## config.mk

```make
export PLATFORM = sky130hd
export DESIGN_NAME = mem_arbiter
export DESIGN_NICKNAME = d
export VERILOG_FILES = /design/src/rtl/mem_arb_pkg.sv /design/src/rtl/mem_arbiter_rr_arb2.sv /design/src/rtl/mem_arbiter.sv
export SDC_FILE = /design/constraint.sdc
export NUM_CORES = 1
export LEC_CHECK = 0
export ABC_AREA = 1
export CAP_MARGIN = 10
export CORE_MARGIN = 1.5
export CORE_UTILIZATION = 37
export CTS_CLUSTER_DIAMETER = 100
export CTS_CLUSTER_SIZE = 24
export DETAILED_ROUTE_END_ITERATION = 12
export GPL_ROUTABILITY_DRIVEN = 0
export HOLD_SLACK_MARGIN = 0.05
export PLACE_DENSITY = 0.82
export SETUP_SLACK_MARGIN = 0.5
export SYNTH_ARGS = -nofsm -noshare
export SYNTH_HDL_FRONTEND = slang
export SYNTH_SLANG_ARGS = --single-unit
```

## constraint.sdc

```tcl
create_clock -name clk -period 2.85 [get_ports clk]
set_clock_uncertainty 0.15 [all_clocks]
set_input_delay 0.4275 -clock clk [delete_from_list [all_inputs] [get_ports clk]]
set_output_delay 0.4275 -clock clk [all_outputs]
set_load 0.02 [all_outputs]
```

## src/rtl/mem_arb_pkg.sv

```systemverilog
// Shared types and helpers for the two-port memory arbiter.
package mem_arb_pkg;

    localparam int unsigned AW = 32;
    localparam int unsigned DW = 32;

    typedef enum logic [1:0] {
        IDLE  = 2'd0,
        ISSUE = 2'd1,
        WAIT  = 2'd2,
        BURST = 2'd3
    } state_e;

    typedef enum logic [1:0] {
        SZ_1  = 2'b00,
        SZ_4  = 2'b01,
        SZ_8  = 2'b10,
        SZ_16 = 2'b11
    } size_e;

    typedef enum logic {
        PORT_IF = 1'b0,
        PORT_D  = 1'b1
    } port_e;

    function automatic logic [4:0] size_to_beats(input size_e sz);
        case (sz)
            SZ_1:    return 5'd1;
            SZ_4:    return 5'd4;
            SZ_8:    return 5'd8;
            default: return 5'd16;
        endcase
    endfunction

endpackage

```

## src/rtl/mem_arbiter_rr_arb2.sv

```systemverilog
// Two-input chooser: round-robin on ties, or data port always wins when FIXED_PRIO is set.
module rr_arb2
    import mem_arb_pkg::*;
#(
    parameter bit FIXED_PRIO = 1'b0
) (
    input  logic  clk,
    input  logic  reset,
    input  logic  i_req_if,
    input  logic  i_req_d,
    input  logic  i_update,
    output port_e o_win
);

    port_e r_last;

    always_comb begin
        o_win = PORT_IF;
        if (i_req_if && i_req_d) begin
            if (FIXED_PRIO) begin
                o_win = PORT_D;
            end else begin
                o_win = (r_last == PORT_IF) ? PORT_D : PORT_IF;
            end
        end else if (i_req_d) begin
            o_win = PORT_D;
        end
    end

    // Reset to DATA so that the first tie goes to instruction fetch.
    always_ff @(posedge clk or posedge reset) begin
        if (reset) begin
            r_last <= PORT_D;
        end else if (i_update && (i_req_if || i_req_d)) begin
            r_last <= o_win;
        end
    end

endmodule

```

## src/rtl/mem_arbiter.sv

```systemverilog
// Two-port memory arbiter: instruction-fetch bursts and data single-word accesses
// share one memory command port through an IDLE/ISSUE/WAIT/BURST sequencer.
module mem_arbiter
    import mem_arb_pkg::*;
#(
    parameter bit FIXED_PRIO = 1'b0
) (
    input  logic          clk,
    input  logic          reset,
    input  logic          if_req,
    input  logic [AW-1:0] if_addr,
    input  logic [1:0]    if_size,
    output logic          if_gnt,
    output logic          if_rvalid,
    output logic [DW-1:0] if_rdata,
    output logic          if_done,
    input  logic          d_req,
    input  logic          d_we,
    input  logic [AW-1:0] d_addr,
    input  logic [DW-1:0] d_wdata,
    output logic          d_gnt,
    output logic          d_rvalid,
    output logic [DW-1:0] d_rdata,
    output logic          d_done,
    output logic          mem_enable,
    output logic          mem_read_write,
    output logic [1:0]    mem_access_size,
    output logic [AW-1:0] mem_address,
    output logic [DW-1:0] mem_data_in,
    input  logic [DW-1:0] mem_data_out,
    input  logic          mem_busy
);

    state_e        r_state;
    state_e        w_next;
    port_e         r_port;
    port_e         w_win;
    logic [AW-1:0] r_addr;
    size_e         r_size;
    logic          r_we;
    logic [DW-1:0] r_wdata;
    logic [4:0]    r_cnt;
    logic [4:0]    w_beats;
    logic          w_arb_go;
    logic          w_last;

    assign w_arb_go = (r_state == IDLE) && !mem_busy && (if_req || d_req);
    assign w_beats  = size_to_beats(r_size);
    assign w_last   = (r_cnt == (w_beats - 5'd1));

    rr_arb2 #(
        .FIXED_PRIO(FIXED_PRIO)
    ) u_rr_arb2 (
        .clk      (clk),
        .reset    (reset),
        .i_req_if (if_req),
        .i_req_d  (d_req),
        .i_update (w_arb_go),
        .o_win    (w_win)
    );

    always_ff @(posedge clk or posedge reset) begin
        if (reset) begin
            r_state <= IDLE;
            r_port  <= PORT_IF;
            r_addr  <= '0;
            r_size  <= SZ_1;
            r_we    <= 1'b0;
            r_wdata <= '0;
            r_cnt   <= '0;
        end else begin
            r_state <= w_next;
            if (w_arb_go) begin
                r_port <= w_win;
                if (w_win == PORT_D) begin
                    r_addr  <= d_addr;
                    r_size  <= SZ_1;
                    r_we    <= d_we;
                    r_wdata <= d_wdata;
                end else begin
                    r_addr  <= if_addr;
                    r_size  <= size_e'(if_size);
                    r_we    <= 1'b0;
                    r_wdata <= '0;
                end
            end
            if (r_state == WAIT) begin
                r_cnt <= '0;
            end else if (r_state == BURST) begin
                r_cnt <= r_cnt + 5'd1;
            end
        end
    end

    always_comb begin
        w_next         = r_state;
        if_gnt         = 1'b0;
        if_rvalid      = 1'b0;
        if_rdata       = '0;
        if_done        = 1'b0;
        d_gnt          = 1'b0;
        d_rvalid       = 1'b0;
        d_rdata        = '0;
        d_done         = 1'b0;
        mem_enable     = 1'b0;
        mem_read_write = 1'b0;
        mem_data_in    = '0;
        case (r_state)
            IDLE: begin
                if (w_arb_go) begin
                    w_next = ISSUE;
                end
            end
            ISSUE: begin
                mem_enable     = 1'b1;
                mem_read_write = ~r_we;
                if (r_port == PORT_D) begin
                    d_gnt = 1'b1;
                end else begin
                    if_gnt = 1'b1;
                end
                // Only the data port can latch a write, so completion is immediate.
                if (r_we) begin
                    d_done      = 1'b1;
                    mem_data_in = r_wdata;
                    w_next      = IDLE;
                end else begin
                    w_next = WAIT;
                end
            end
            WAIT: begin
                w_next = BURST;
            end
            BURST: begin
                if (r_port == PORT_D) begin
                    d_rvalid = 1'b1;
                    d_rdata  = mem_data_out;
                    d_done   = w_last;
                end else begin
                    if_rvalid = 1'b1;
                    if_rdata  = mem_data_out;
                    if_done   = w_last;
                end
                if (w_last) begin
                    w_next = IDLE;
                end
            end
            default: begin
                w_next = IDLE;
            end
        endcase
    end

    assign mem_address     = r_addr;
    assign mem_access_size = r_size;

endmodule

```

==> metrics, run 1 <==
GR Util All Layers=22.3%; antenna fix cells=0; count of nets left with antenna violations after detail routing=0; Total Nets Final=976; Synth Warn #=0; number of enable-type register cells in the synthesized netlist=0; total of buffers placed on input and output ports=273; Synth Area in XOR/XNOR=0%; Remaining DRCs=0; number of buffers created by CTS=9; clock tree from TritonCTS=built; Worst Tran Pin Value=0.971 ns; Post-Synth Simple-Gate Area=29.1%; reported leakage power=3.66 nW; global-route congestion overflow total=0; syn_nets=705; full die area=between 10,000 and 15,000 um2; average vias per placed instance=4.62; Primary FF master, synth=dfrtp_1; fill cell count=~970; number of different library cells in the post-synthesis netlist=24; Root Buffer Master=clkbuf_16; path type of the worst min-delay path=reg -> reg; dominant cells by area after synthesis=dfrtp_1 (45%), nor2_1 (15%), nand2_1 (11%); max-cap violation count=0; combinational family with the most area after synthesis=simple AND/OR/NAND/NOR gates; share of Yosys cell area claimed by the top area cell type=44.9%; Std-Cell Rows=38; via count of the first global-routing pass=roughly 4,500; largest net degree at the start of global routing=40; Data arrival, critical path=approximately 1.7 ns; first-pass GRT wire length=approximately 21,000 um; number of pins exceeding their max-slew limit in the final report=0; Internal Dissipation=between 0.003 and 0.004 W; worst relative slew slack=35.2%; library cell with the highest instance count after synthesis=nor2_1; post-synthesis share of cell area spent on full adders, half adders and majority gates=0.299%; Worst-path clk slew=0.06 ns; cells after synthesis=between 500 and 600; net switching power figure=0.00264 W; category of the critical setup timing path=reg -> out; status=finished clean; total of flip-flops plus latches after synthesis=76; die boundary height=109 um; Clock power frac=20.1%; share of the core filled with cells in the final layout=63.7%; number of primary I/O pins=between 200 and 300; RSZ-0062 raised after global routing=false; sequential-to-total area share from yosys stat=45.5%; switching share of power=approximately two fifths; category of the worst setup path capture point=output port; Total Routed Length=13,900 um; Final HPWL DP=10,600 um; insertion delay of the later-clocked pin in the worst-skew pair=0.32 ns; sequential cell fraction of total power=28.7%; critical path launch point type=flip-flop; top achievable clock speed=441 MHz; synthesized area divided by synthesized cell count=7.36 um2; CP startpoint=r_port; clock period minus final worst setup slack=2.27 ns; initial drt markers=284; share of synthesized flip-flops with an asynchronous set or reset=between 90% and 100%; post-synthesis compound-gate area fraction=11.2%; hold slack final=around 0.32 ns; antenna violations before repair=0; area of the core region=10,900 um2; Logic pwr share=51.2%; average wire per standard cell=approximately 14 um; mux contribution to synthesized area=0%; effective utilization at floorplan=38.2%; maximum net fanout on the critical path=17; Hold Crit Start=u_rr_arb2.r_last; peak ir drop on the vdd network=0.517 mV; combined area of the multi-input logic cells=around 1700 um2; layout overhead on the synthesized area=66.6%; Die W=between 100 and 150 um; number of buffers on the longest clock path=2; final setup TNS=0 ns; total via count in the routed design=4,546; fraction of final layout cells with drive strength greater than 1=about a fifth; sequential cell area=1900 um2; H-tree depth=3; post-synthesis cell area=4180 um2; Period Utilization, post-route=79.5%; Post-synth top cells=nor2_1 (171), nand2_1 (120), inv_1 (79), dfrtp_1 (75), o21ai_0 (38); library cell occupying the most area in the post-synthesis netlist=dfrtp_1; # clock sinks=76; final setup violation count=0; First-pass DRT Iterations=5; Final Hold Fails=0; required time at the endpoint of the critical path=2.27 ns; Power Dens Cells=around 940 nW/um2
[path summary, 6_finish.rpt]
| kind | end | slack (ns) | depth (start not counted) |
|---|---|---|---|
| worst max-delay path | if_rdata[6] | 0.58 | 6 |
| worst min-delay path | u_rr_arb2.r_last | 0.32 | 2 |
| worst max register to register | r_wdata[28] | 0.77 | 5 |
| worst min register to register | u_rr_arb2.r_last | 0.32 | 2 |
| max in group asynchronous | u_rr_arb2.r_last | 1.63 | 3 |
| min in group asynchronous | mem_address[12] | 0.33 | 2 |
[area by class of cell]
cell class,count,area share (%)
Clock buffer,12,3.68
Clock inverter,4,1.36
Inverter,81,4.51
Multi-Input combinational cell,382,24.5
Sequential cell,76,27.3
Tap cell,140,2.51
Timing Repair Buffer,288,36.0
Timing Repair inverter,1,0.108
[what timing repair did]
| item | CTS | global route |
|---|---|---|
| gates cloned | 1 | 0 |
| setup endpoints to repair | 98 | 101 |
| hold buffers | 0 | 0 |
| pin swaps | 1 | 1 |
| resized for setup | 161 | 151 |
| buffers inserted | 4 | 3 |
[routing by layer]
layer | wire (um) | GRT usage, % | vias up
met5 | 0 | 0 | -
met1 | 4850 | 22.6 | 2091
li1 | - | - | 2241
met3 | 1190 | 6.28 | 25
met2 | 7500 | 43.2 | 189
met4 | 337 | 7.79 | 0
[stage by stage]
stage / area, um2 / std cells / power [W] / setup WS [ns]
after floorplan: 4190 / 568 / 0.00384 / 0.683
after global placement: 6910 / 960 / 0.00529 / 0.404
after detailed placement: 6910 / 960 / 0.00541 / 0.244
after CTS: 7270 / 981 / 0.00665 / 0.423
after global routing: 6970 / 984 / 0.00699 / 0.491
final: 6970 / 984 / 0.00657 / 0.583
[power groups by stage]
stage | combinational, W | sequential, W | clock [W]
after floorplan | 0.00170 | 0.00214 | 0
after global placement | 0.00342 | 0.00187 | 0
after detailed placement | 0.00351 | 0.00189 | 0
after CTS | 0.00342 | 0.00189 | 0.00135
after global routing | 0.00365 | 0.00195 | 0.00139
final | 0.00336 | 0.00188 | 0.00132
[registers in the layout, indices dropped and copies added (netlist names), named ones only]
signal and count:
u_rr_arb2.r_last 1, mem_access_size 2, mem_address 32, r_we 1
r_state 1, r_port 1, r_cnt 5, r_wdata 32
[critical path: stages, from the launching register on]
cell and delay, ns:
dfrtp_1 0.39, buf_4 0.15, nor2_4 0.14, clkinvlp_4 0.09
buf_4 0.19, nor2_1 0.13, clkdlybuf4s15_2 0.28
[cell families after synthesis]
| kind of cell | after synthesis |
|---|---|
| compound gates | 72 |
| flops | 76 |
| simple gates | 309 |
| fa+ha+maj | 1 |
| buf+inv | 110 |
[cell usage in the layout, fill, tap and decap left out, types with 2 or more instances in the layout]
| cell | count |
|---|---|
| dfrtp_1 | 74 |
| buf_12 | 3 |
| clkbuf_2 | 76 |
| o21ai_1 | 2 |
| buf_4 | 11 |
| bufinv_16 | 3 |
| clkdlybuf4s15_2 | 17 |
| o21ai_0 | 38 |
| dlymetal6s2s_1 | 2 |
| nand2_2 | 2 |
| nand2_1 | 119 |
| nand3_1 | 8 |
| o21ai_2 | 29 |
| a21oi_1 | 2 |
| nor3_1 | 5 |
| clkinvlp_4 | 3 |
| clkdlybuf4s50_1 | 173 |
| nor2_1 | 170 |
| clkbuf_16 | 9 |
| inv_1 | 77 |
| clkbuf_8 | 2 |
| buf_2 | 5 |
Note: power is estimated with default switching activity, not from simulation.
==> inputs of run 2 (changes only) <==
--- a/config.mk
+++ b/config.mk
@@ -8,13 +8,13 @@
 export ABC_AREA = 1
 export CAP_MARGIN = 10
 export CORE_MARGIN = 1.5
-export CORE_UTILIZATION = 37
+export CORE_UTILIZATION = 33
 export CTS_CLUSTER_DIAMETER = 100
 export CTS_CLUSTER_SIZE = 24
 export DETAILED_ROUTE_END_ITERATION = 12
 export GPL_ROUTABILITY_DRIVEN = 0
 export HOLD_SLACK_MARGIN = 0.05
-export PLACE_DENSITY = 0.82
+export PLACE_DENSITY = 0.78
 export SETUP_SLACK_MARGIN = 0.5
 export SYNTH_ARGS = -nofsm -noshare
 export SYNTH_HDL_FRONTEND = slang
==> constraint.sdc (replaced) <==
create_clock -name clk -period 1.91 [get_ports clk]
set_clock_uncertainty 0.15 [all_clocks]
set_input_delay 0.2865 -clock clk [delete_from_list [all_inputs] [get_ports clk]]
set_output_delay 0.2865 -clock clk [all_outputs]
set_load 0.02 [all_outputs]
==> metrics, run 2 (synthesized netlist as in run 1, its figures left out) <==
most used cell along the critical path=nor2_4; violated checks=negative setup slack; Critical-path top delay cell=dfrtp_2; Remaining DRCs=0; source of the worst register-to-register timing path=r_state[0]; First-pass DRT Iterations=4; Total Nets Final=between 1,000 and 1,500; depth of the worst register-to-register path=7; first-pass GRT wire length=24,700 um; total via count in the routed design=5,092; post-placement worst setup slack=-0.181 ns; reported leakage power=4.57 nW; gate family responsible for the most delay along the worst path=buffers and inverters; Logic pwr share=slightly above 60%; Power Dens Cells=1320 nW/um2; Internal Dissipation=0.00708 W; critical path launch point type=flip-flop; global-route congestion overflow total=0; peak ir drop on the vdd network=approximately 0.61 mV; average vias per placed instance=4.75; number of pins exceeding their max-slew limit in the final report=0; Total Routed Length=roughly 19,000 um; count of nets left with antenna violations after detail routing=0; Worst-path clk slew=~0.060 ns; via count of the first global-routing pass=slightly above 5,000; number of primary I/O pins=around 270; Worst Tran Pin Value=0.431 ns; clock period minus final worst setup slack=1.99 ns; worst relative slew slack=a little under three quarters; cell-by-cell listing of the critical path=nand2_4 > nor2_4 > inv_4 > buf_12 > buf_16 > nor2_4 > buf_6; average wire per standard cell=17.3 um; Period Utilization, post-route=104%; number of buffers created by CTS=9; path type of the worst min-delay path=in -> async; Root Buffer Master=clkbuf_16; final setup violation count=76; layout overhead on the synthesized area=128%; # clock sinks=76; Critical Path Stages=7; die boundary height=approximately 120 um; category of the worst setup path capture point=output port; Clock power frac=between 10% and 20%; worst setup slack after layout=-0.0838 ns; top achievable clock speed=502 MHz; net switching power figure=0.00551 W; maximum single-stage delay on the critical path=0.43 ns; GR Util All Layers=23.9%; status=finished, violations left; commonest cells after routing, fill and taps aside=clkdlybuf4s50_1 (135), buf_6 (123), nor2_4 (119); Post-CTS Hold Fix Bufs=0; clock tree from TritonCTS=built; number of buffers and inverters on the critical path=4; Data arrival, critical path=1.56 ns; Die W=116 um; leading cell type in the layout, fill and taps excluded=clkdlybuf4s50_1; sequential cell fraction of total power=a little under a quarter; Final HPWL DP=11,700 um; largest net degree at the start of global routing=77; RSZ-0062 raised after global routing=true; antenna violations before repair=1; total of buffers placed on input and output ports=273; hold slack final=0.252 ns; category of the critical setup timing path=reg -> out; Std-Cell Rows=40; full die area=13,400 um2; max-cap violation count=0; effective utilization at floorplan=34.3%; Final Hold Fails=0; maximum net fanout on the critical path=8; area of the core region=12,200 um2; initial drt markers=~210; number of buffers on the longest clock path=2; required time at the endpoint of the critical path=1.47 ns; switching share of power=43.8%; insertion delay of the later-clocked pin in the worst-skew pair=approximately 0.34 ns; H-tree depth=3; fraction of final layout cells with drive strength greater than 1=51.5%
## run 2: changes by cell type in the layout (fill, tap and decap cells not counted), sizes merged, moves of 2 or more
cell           delta
buf             +183
clkbuf           -65
clkdlybuf4s50    -38
clkdlybuf4s15    -17
dlymetal6s2s      -2
## run 2: per-layer routing
layer | part of all wire (%) | GRT usage (%) | vias up
met5 | 0 | 0 | -
met4 | 3.8 | 12.8 | 0
met3 | 6.5 | 4.86 | 48
met2 | 55 | 44.5 | 219
met1 | 35 | 25.1 | 2443
li1 | - | - | 2382
## run 2: timing repair
item / in CTS / in global routing
resized for setup: 768 / 232
buffers inserted: 7 / 11
setup endpoints to repair: 208 / 181
pin swaps: 3 / 19
gates cloned: 2 / 14
## run 2: worst register-to-register path, stage by stage (launching register included)
cell	delay, ns
dfrtp_2	0.44
buf_6	0.15
nor3_4	0.22
nand2_4	0.15
nor2_8	0.26
clkbuf_16	0.25
nand2_4	0.07
o21ai_2	0.06
## run 2: through the flow
step	total power (W)	cell area (um2)	util, %	std cells	setup TNS [ns]
detailed placement	0.00955	7910	64.7	1022	-12.60
CTS	0.0118	8390	68.7	1047	-1.39
floorplan	0.00655	4800	-	568	0
global placement	0.00933	7910	64.7	1022	-9.95
global route	0.0133	9550	78.2	1073	-8.39
finish	0.0126	9550	78.2	1073	-3.18
## run 2: area by class of cell
class | instances | area, um2
Antenna cell | 1 | 2.50
Clock buffer | 12 | 256
Clock inverter | 4 | 72.6
Fill cell | 814 | 2660
Inverter | 81 | 333
Multi-Input combinational cell | 382 | 2980
Sequential cell | 76 | 1910
Tap cell | 168 | 210
Timing Repair Buffer | 349 | 3790
## run 2: worst paths after layout
| check | endpoint | slack [ns] |
|---|---|---|
| setup / recovery | d_rdata[21] | -0.08 |
| hold / removal | r_wdata[13] | 0.25 |
| setup reg to reg | r_wdata[18] | 0.09 |
| hold reg to reg | u_rr_arb2.r_last | 0.33 |
| max in group asynchronous | async pin | 0.99 |
| min in group clk | u_rr_arb2.r_last | 0.33 |
## run 2: power by group through the flow
stage | registers, W | logic (W) | clock network (W)
2_1_floorplan | 0.00323 | 0.00333 | 0
3_3_place_gp | 0.00280 | 0.00653 | 0
3_5_place_dp | 0.00285 | 0.00670 | 0
4_1_cts | 0.00284 | 0.00706 | 0.00191
5_1_grt | 0.00300 | 0.00826 | 0.00200
6_report | 0.00292 | 0.00777 | 0.00190
==> inputs of run 3 (changes only) <==
--- a/config.mk
+++ b/config.mk
@@ -9,10 +9,10 @@
 export CAP_MARGIN = 10
 export CORE_MARGIN = 1.5
 export CORE_UTILIZATION = 33
+export CTS_BUF_LIST = sky130_fd_sc_hd__clkbuf_8 sky130_fd_sc_hd__clkbuf_16
 export CTS_CLUSTER_DIAMETER = 100
 export CTS_CLUSTER_SIZE = 24
 export DETAILED_ROUTE_END_ITERATION = 12
-export GPL_ROUTABILITY_DRIVEN = 0
 export HOLD_SLACK_MARGIN = 0.05
 export PLACE_DENSITY = 0.78
 export SETUP_SLACK_MARGIN = 0.5
==> metrics, run 3 (synthesized netlist as in run 1, its figures left out) <==
weighted congestion reported at the end of routability-driven placement=0.778; number of primary I/O pins=about 270; Final HPWL DP=11,700 um; depth of the worst register-to-register path=7; violated checks=negative setup slack; Period Utilization, post-route=104%; global-route congestion overflow total=0; First-pass DRT Iterations=4; total via count in the routed design=5,093; number of buffers on the longest clock path=2; Total Nets Final=1,036; DP Cell Count=1,022; Std-Cell Rows=40; clock tree from TritonCTS=built; area of the core region=12,200 um2; reported leakage power=4.57 nW; total of buffers placed on input and output ports=between 200 and 300; number of standard cells in the layout, taps in and fillers out=1,073; Power Dens Cells=1320 nW/um2; die boundary height=~120 um; path type of the worst min-delay path=in -> async; H-tree depth=3; initial drt markers=213; required time at the endpoint of the critical path=1.47 ns; antenna violations before repair=1; post-layout total power=0.0126 W; first-pass GRT wire length=24,700 um; critical path launch point type=flip-flop; peak ir drop on the vdd network=0.611 mV; category of the critical setup timing path=reg -> out; Final Hold Fails=0; share of the core filled with cells in the final layout=around four fifths; Data arrival, critical path=1.56 ns; fraction of final layout cells with drive strength greater than 1=51.5%; full die area=13,400 um2; final setup violation count=between 70 and 80; source of the worst register-to-register timing path=r_state[0]; Reg2Reg Capture Point=r_wdata[18]; commonest cells after routing, fill and taps aside=clkdlybuf4s50_1 (135), buf_6 (123), nor2_4 (119); largest net degree at the start of global routing=77; count of nets left with antenna violations after detail routing=0; worst setup slack after layout=-0.0858 ns; cell area after placement=a little under 8000 um2; GR Util All Layers=23.9%; post-layout instance area=around 9600 um2; # clock sinks=76; number of buffers created by CTS=9; Worst-path clk slew=0.06 ns; worst relative slew slack=71.3%; Die W=about 120 um; clock period minus final worst setup slack=2.00 ns; category of the worst setup path capture point=output port; effective utilization at floorplan=34.3%; combined area of the multi-input logic cells=2980 um2; average vias per placed instance=4.75; leading cell type in the layout, fill and taps excluded=clkdlybuf4s50_1; sequential cell area=1910 um2; RSZ-0062 raised after global routing=true; hold slack final=0.251 ns; layout overhead on the synthesized area=128%; Reg2Reg Setup Slack=about 0.090 ns; status=finished, violations left; Remaining DRCs=0; Total Routed Length=18,500 um; number of pins exceeding their max-slew limit in the final report=0; Root Buffer Master=clkbuf_16; via count of the first global-routing pass=around 5,100; top achievable clock speed=roughly 500 MHz; fill cell count=just over 800; Post-CTS Hold Fix Bufs=0; max-cap violation count=0; insertion delay of the later-clocked pin in the worst-skew pair=0.34 ns; maximum net fanout on the critical path=8; average wire per standard cell=17.3 um; Worst Tran Pin Value=0.431 ns
-- run 3: layout make-up --
type / instances / share of cell area [%]
Antenna cell: 1 / 0.0262
Clock buffer: 11 / 2.65
Clock inverter: 5 / 0.799
Inverter: 81 / 3.48
Multi-Input combinational cell: 382 / 31.2
Sequential cell: 76 / 20.0
Tap cell: 168 / 2.20
Timing Repair Buffer: 349 / 39.7
-- run 3: worst max path at each step --
stage / from / to / slack [ns]
6_report: flip-flop / d_rdata[21] / -0.09
4_1_cts: r_state[0] / mem_data_in[17] / -0.05
5_1_grt: flip-flop / d_rdata[21] / -0.15
2_1_floorplan: flip-flop / mem_data_in[11] / 0.26
3_5_place_dp: mem_data_out[15] / d_rdata[15] / -0.18
3_3_place_gp: mem_data_out[15] / d_rdata[15] / -0.17
-- run 3: routing by layer --
metal	part of all wire [%]	track usage, %
met1	35	25.1
met2	55	44.5
met3	6.5	4.86
met4	3.8	12.8
met5	0	0
-- run 3: per-stage QoR --
step,setup slack [ns],TNS [ns]
after global routing,-0.147,-8.39
final,-0.0858,-3.32
after floorplan,0.258,0
after global placement,-0.173,-9.95
after detailed placement,-0.181,-12.60
after CTS,-0.0470,-1.39
-- run 3: critical path, cell delays in order, from the launching register on --
cell	delay, ns
dfrtp_2	0.43
nand2_4	0.09
nor2_4	0.14
inv_4	0.08
buf_12	0.13
buf_16	0.15
nor2_4	0.09
buf_6	0.12
-- run 3: power breakdown --
group | total [W] | leakage [nW] | internal (W) | switching, W
clock network | 0.00190 | 0.163 | 0.00121 | 0.000690
logic | 0.00777 | 3.50 | 0.00345 | 0.00432
registers | 0.00292 | 0.908 | 0.00242 | 0.000507
total | 0.0126 | 4.57 | 0.00708 | 0.00552
-- run 3: timing repair --
item | CTS | global route
resized for setup | 768 | 232
endpoints found under the hold margin | 0 | 0
cloned | 2 | 14
setup buffers | 7 | 11
pin swaps | 3 | 19
endpoints found under the setup margin | 208 | 181
